## src/rtl/encoded_monitor.sv

```systemverilog
// Downstream checker for the 2-bit encoded sequence FSM: counts transitions,
// measures dwell time, and flags illegal transitions and data/state mismatches.
module encoded_monitor #(
    parameter int CNT_W   = 16,
    parameter int TIMEOUT = 1000
) (
    input  logic             clk,
    input  logic             reset,
    input  logic             clear,
    input  logic [1:0]       estados,
    input  logic [1:0]       data_in,
    output logic [CNT_W-1:0] trans_count,
    output logic [CNT_W-1:0] dwell_count,
    output logic             dwell_timeout,
    output logic             illegal_flag,
    output logic [1:0]       illegal_from,
    output logic [1:0]       illegal_to,
    output logic             mismatch_flag
);

    typedef enum logic [1:0] {
        INIT  = 2'b00,
        TRACK = 2'b01,
        ERROR = 2'b10
    } state_t;

    localparam logic [CNT_W-1:0] CNT_MAX   = '1;
    localparam logic [CNT_W-1:0] TIMEOUT_C = CNT_W'(TIMEOUT);

    state_t     state;
    logic [1:0] prev;
    logic       changed;
    logic       legal;
    logic       data_ok;

    always_comb begin
        changed = (estados != prev);
        case ({prev, estados})
            4'b00_01, 4'b01_01, 4'b01_10, 4'b10_11,
            4'b10_01, 4'b11_10, 4'b11_11: legal = 1'b1;
            default:                      legal = 1'b0;
        endcase
        // Each state drives the code one step ahead of itself (mod 4).
        data_ok       = (data_in == estados + 2'd1);
        dwell_timeout = (dwell_count >= TIMEOUT_C);
    end

    always_ff @(posedge clk or posedge reset) begin
        if (reset) begin
            state         <= INIT;
            prev          <= '0;
            trans_count   <= '0;
            dwell_count   <= '0;
            illegal_flag  <= 1'b0;
            illegal_from  <= '0;
            illegal_to    <= '0;
            mismatch_flag <= 1'b0;
        end else if (clear) begin
            state         <= INIT;
            prev          <= '0;
            trans_count   <= '0;
            dwell_count   <= '0;
            illegal_flag  <= 1'b0;
            illegal_from  <= '0;
            illegal_to    <= '0;
            mismatch_flag <= 1'b0;
        end else begin
            case (state)
                TRACK, ERROR: begin
                    if (changed) begin
                        if (trans_count != CNT_MAX)
                            trans_count <= trans_count + 1'b1;
                        dwell_count <= '0;
                        prev        <= estados;
                    end else if (dwell_count != CNT_MAX) begin
                        dwell_count <= dwell_count + 1'b1;
                    end
                    // Only the first illegal pair is captured; ERROR is absorbing.
                    if (state == TRACK && !legal) begin
                        illegal_flag <= 1'b1;
                        illegal_from <= prev;
                        illegal_to   <= estados;
                        state        <= ERROR;
                    end
                    if (!data_ok)
                        mismatch_flag <= 1'b1;
                end
                default: begin
                    prev        <= estados;
                    dwell_count <= '0;
                    state       <= TRACK;
                end
            endcase
        end
    end

endmodule
```

## config.mk

```make
export PLATFORM = sky130hd
export DESIGN_NAME = encoded_monitor
export DESIGN_NICKNAME = d
export VERILOG_FILES = /design/src/rtl/encoded_monitor.sv
export SDC_FILE = /design/constraint.sdc
export NUM_CORES = 1
export LEC_CHECK = 0
export CAP_MARGIN = 30
export CORE_MARGIN = 4
export CORE_UTILIZATION = 35
export CTS_BUF_LIST = sky130_fd_sc_hd__clkbuf_16
export DETAILED_ROUTE_END_ITERATION = 6
export PLACE_DENSITY_LB_ADDON = 0.3
export SETUP_SLACK_MARGIN = 0.05
export SLEW_MARGIN = 20
export SYNTH_ARGS = -nofsm -noshare
export SYNTH_HDL_FRONTEND = slang
export SYNTH_SLANG_ARGS = --single-unit
```

## constraint.sdc

```tcl
create_clock -name clk -period 2.73 [get_ports clk]
set_clock_uncertainty 0.15 [all_clocks]
set_input_delay 0.546 -clock clk [delete_from_list [all_inputs] [get_ports clk]]
set_output_delay 0.546 -clock clk [all_outputs]
set_load 0.005 [all_outputs]
```

==> reports/results.tsv <==
metric	value	unit
start point of the critical path	dwell_count[10]	
Worst Hold End	illegal_flag	
Syn Area/Cell	9.56	µm²
DRT Wirelength	5240	µm
ranking of synthesized cells by area	dfrtp_1 (45%), nor2_1 (5.7%), xor2_1 (4.5%), ha_1 (3.8%), nor3_1 (2.8%)	
Layout area overhead	30.8	%
via count	2000	
DP HPWL	3840	µm
Total Power	1420	µW
Highest Clock Rate	430	MHz
cell depth of the worst min-delay path	2	
CTS tree	yes	
num rows	29	
io pins	46	
endpoints failing hold	0	
drt initial violations	73	
Hold Crit Start	illegal_flag	
initial core utilization	36.4	%
# Max-Cap Violations	0	
GRT Util Overall	14.7	%
Die Span Y	89.5	µm
clock-pin transition on the worst setup and hold timing paths	60	ps
Yosys top cell area share	45.3	%
Skew-Pair Late Insertion Delay	290	ps
Fill cells	627	
drt wl/cell	14.1	µm
Pleak	0.00126	µW
vias in the first global route	1919	
hold_ws	348	ps
Residual DRC	0	
VDD IR max	0.364	mV
critical path arrival	1630	ps
router iterations before antenna repair	4	
PwrDens	468	nW/µm²
Final TNS setup	0	ps
Mapped Cells	243	
synthesized cell area	2320	µm²
Ant. Diodes	0	
DIE WIDTH	89.5	µm
Setup Crit Path Kind	flop to primary output	
TritonCTS Buffers	5	
commonest non-fill, non-tap cell in the layout	clkdlybuf4s50_1	
maximum clock insertion buffer count	2	
Layout Nets	308	
r2r setup slk	460	ps
crit path launch type	flop	
CORE AREA	6390	µm²
ratio of cells with drive above 1 in the final layout	8.81	%
Num Clock Sinks	42	
Final Non-Filler Cells	372	
total grt overflow	0	
Ys Warns	0	
R2R cell count	6	
root buffer cell	clkbuf_16	
first-pass GRT wire length	9170	µm
outcome	finished clean	
worst relative slew slack	64.0	%
most frequent cells in the layout	clkdlybuf4s50_1 (44), dfrtp_1 (41), nor2_1 (35), nor3_1 (13), xor2_1 (12)	
flop and latch count out of synthesis	42	
H-tree level count	2	
minimum clock period	2330	ps
worst flop-to-flop path startpoint	dwell_count[0]	
Final period util	85.2	%
Worst Hold Class	flop to flop	
Port-buffer cells	45	
Worst Tran Pin Value	540	ps
antenna-violating nets left	0	
fin. max-slew vios	0	
largest net degree at the start of global routing	43	
Placed Instances	364	
Vias per Instance	5.38	
CP Capture Type	primary output	
end of the worst register-to-register path	dwell_count[3]	
die area	8000	µm²
largest area contributor in the netlist	dfrtp_1	
Finish-stage setup viols	0	
antenna violations before repair	0	
Max FO, Critical Path	6	
Worst Path Required	2030	ps
total nets after synthesis	257	
RSZ-0062 raised after global routing	no	
Seq/Total Area, Yosys	45.3	%
global placement routability congestion	0.810	
Synth cell types	44	
metal layers:
layer | wire length, µm | share of wire, % | global-route usage, % | up-vias
met3 | 338 | 6.4 | 4.79 | 4
met2 | 2530 | 48 | 23.8 | 55
met5 | 0 | 0 | 0 | -
met1 | 2350 | 45 | 19.4 | 965
met4 | 25 | 0.48 | 2.98 | 0
li1 | - | - | - | 976
stage by stage:
| stage | cell area, µm² | utilization [%] | setup slack, ps |
|---|---|---|---|
| floorplan | 2320 | - | 723 |
| global placement | 2890 | 45.2 | 136 |
| detailed placement | 2890 | 45.2 | 114 |
| CTS | 3030 | 47.5 | 57.8 |
| global route | 3040 | 47.6 | 255 |
| finish | 3040 | 47.6 | 404 |
worst max-delay path, stage by stage (launching register included):
cell            delay, ps
dfrtp_2               450
or4_1                 530
nor3_1                130
o21ai_0                90
dlymetal6s2s_1        150
final cells by class:
| type | instances | area (µm²) | share of cell area [%] |
|---|---|---|---|
| Multi-Input combinational cell | 182 | 1190 | 39.1 |
| Sequential cell | 42 | 1050 | 34.6 |
| Timing Repair Buffer | 54 | 520 | 17.1 |
| Clock buffer | 5 | 125 | 4.12 |
| Tap cell | 77 | 96.3 | 3.17 |
| Inverter | 9 | 33.8 | 1.11 |
| Clock inverter | 3 | 21.3 | 0.700 |
where the power goes:
group | internal [µW] | total (µW) | switching, µW
Sequential | 643 | 665 | 21.9
Clock | 339 | 588 | 249
Combinational | 80.9 | 169 | 87.9
Total | 1060 | 1420 | 359
worst max-delay path by stage:
| stage | to | slack, ps | depth (start not counted) |
|---|---|---|---|
| 2_1_floorplan | dwell_count[3] | 720 | 7 |
| 3_3_place_gp | trans_count[3] | 140 | 7 |
| 3_5_place_dp | trans_count[3] | 110 | 7 |
| 4_1_cts | dwell_timeout | 60 | 4 |
| 5_1_grt | dwell_count[3] | 260 | 6 |
| 6_report | dwell_timeout | 400 | 4 |
cell usage after synthesis (all sizes together):
library cell / n
o21ai: 11
and2: 1
mux2i: 4
and4b: 1
nor2: 35
o2111ai: 2
or3: 3
a21o: 2
ha: 7
nand4: 12
o21ba: 1
buf: 5
and4: 5
a311oi: 1
a21bo: 1
xnor2: 6
xor2: 13
a211oi: 3
a31oi: 2
o21a: 7
a21oi: 9
nand2: 9
clkbuf: 5
nand3: 11
and3: 3
or4: 4
nand2b: 2
nor2b: 2
o211ai: 3
nor3: 13
nor4b: 1
nor4: 4
dfrtp: 42
inv: 9
a22oi: 1
o31a: 1
o21bai: 2
timing repair:
| action | CTS | global route |
|---|---|---|
| gates resized for setup | 0 | 2 |
| buffers inserted | 0 | 0 |
| setup endpoints to repair | 0 | 1 |
| endpoints found under the hold margin | 0 | 0 |
| hold buffers | 0 | 0 |
logic make-up after synthesis:
family | after synthesis | share of synthesized area [%]
fa+ha+maj | 7 | 3.77
compound gates | 46 | 13.0
simple gates | 106 | 25.2
buf+inv | 19 | 3.56
xor+xnor | 19 | 7.49
flops | 42 | 45.3
mux | 4 | 1.72
flip-flops by register name, summed over array words and instances (netlist names):
| register | cells |
|---|---|
| prev | 2 |
| state | 2 |
| dwell_count | 16 |
| illegal_flag | 1 |
| trans_count | 16 |
| illegal_to | 2 |
| mismatch_flag | 1 |
| illegal_from | 2 |
(Power assumes the default switching activity.)
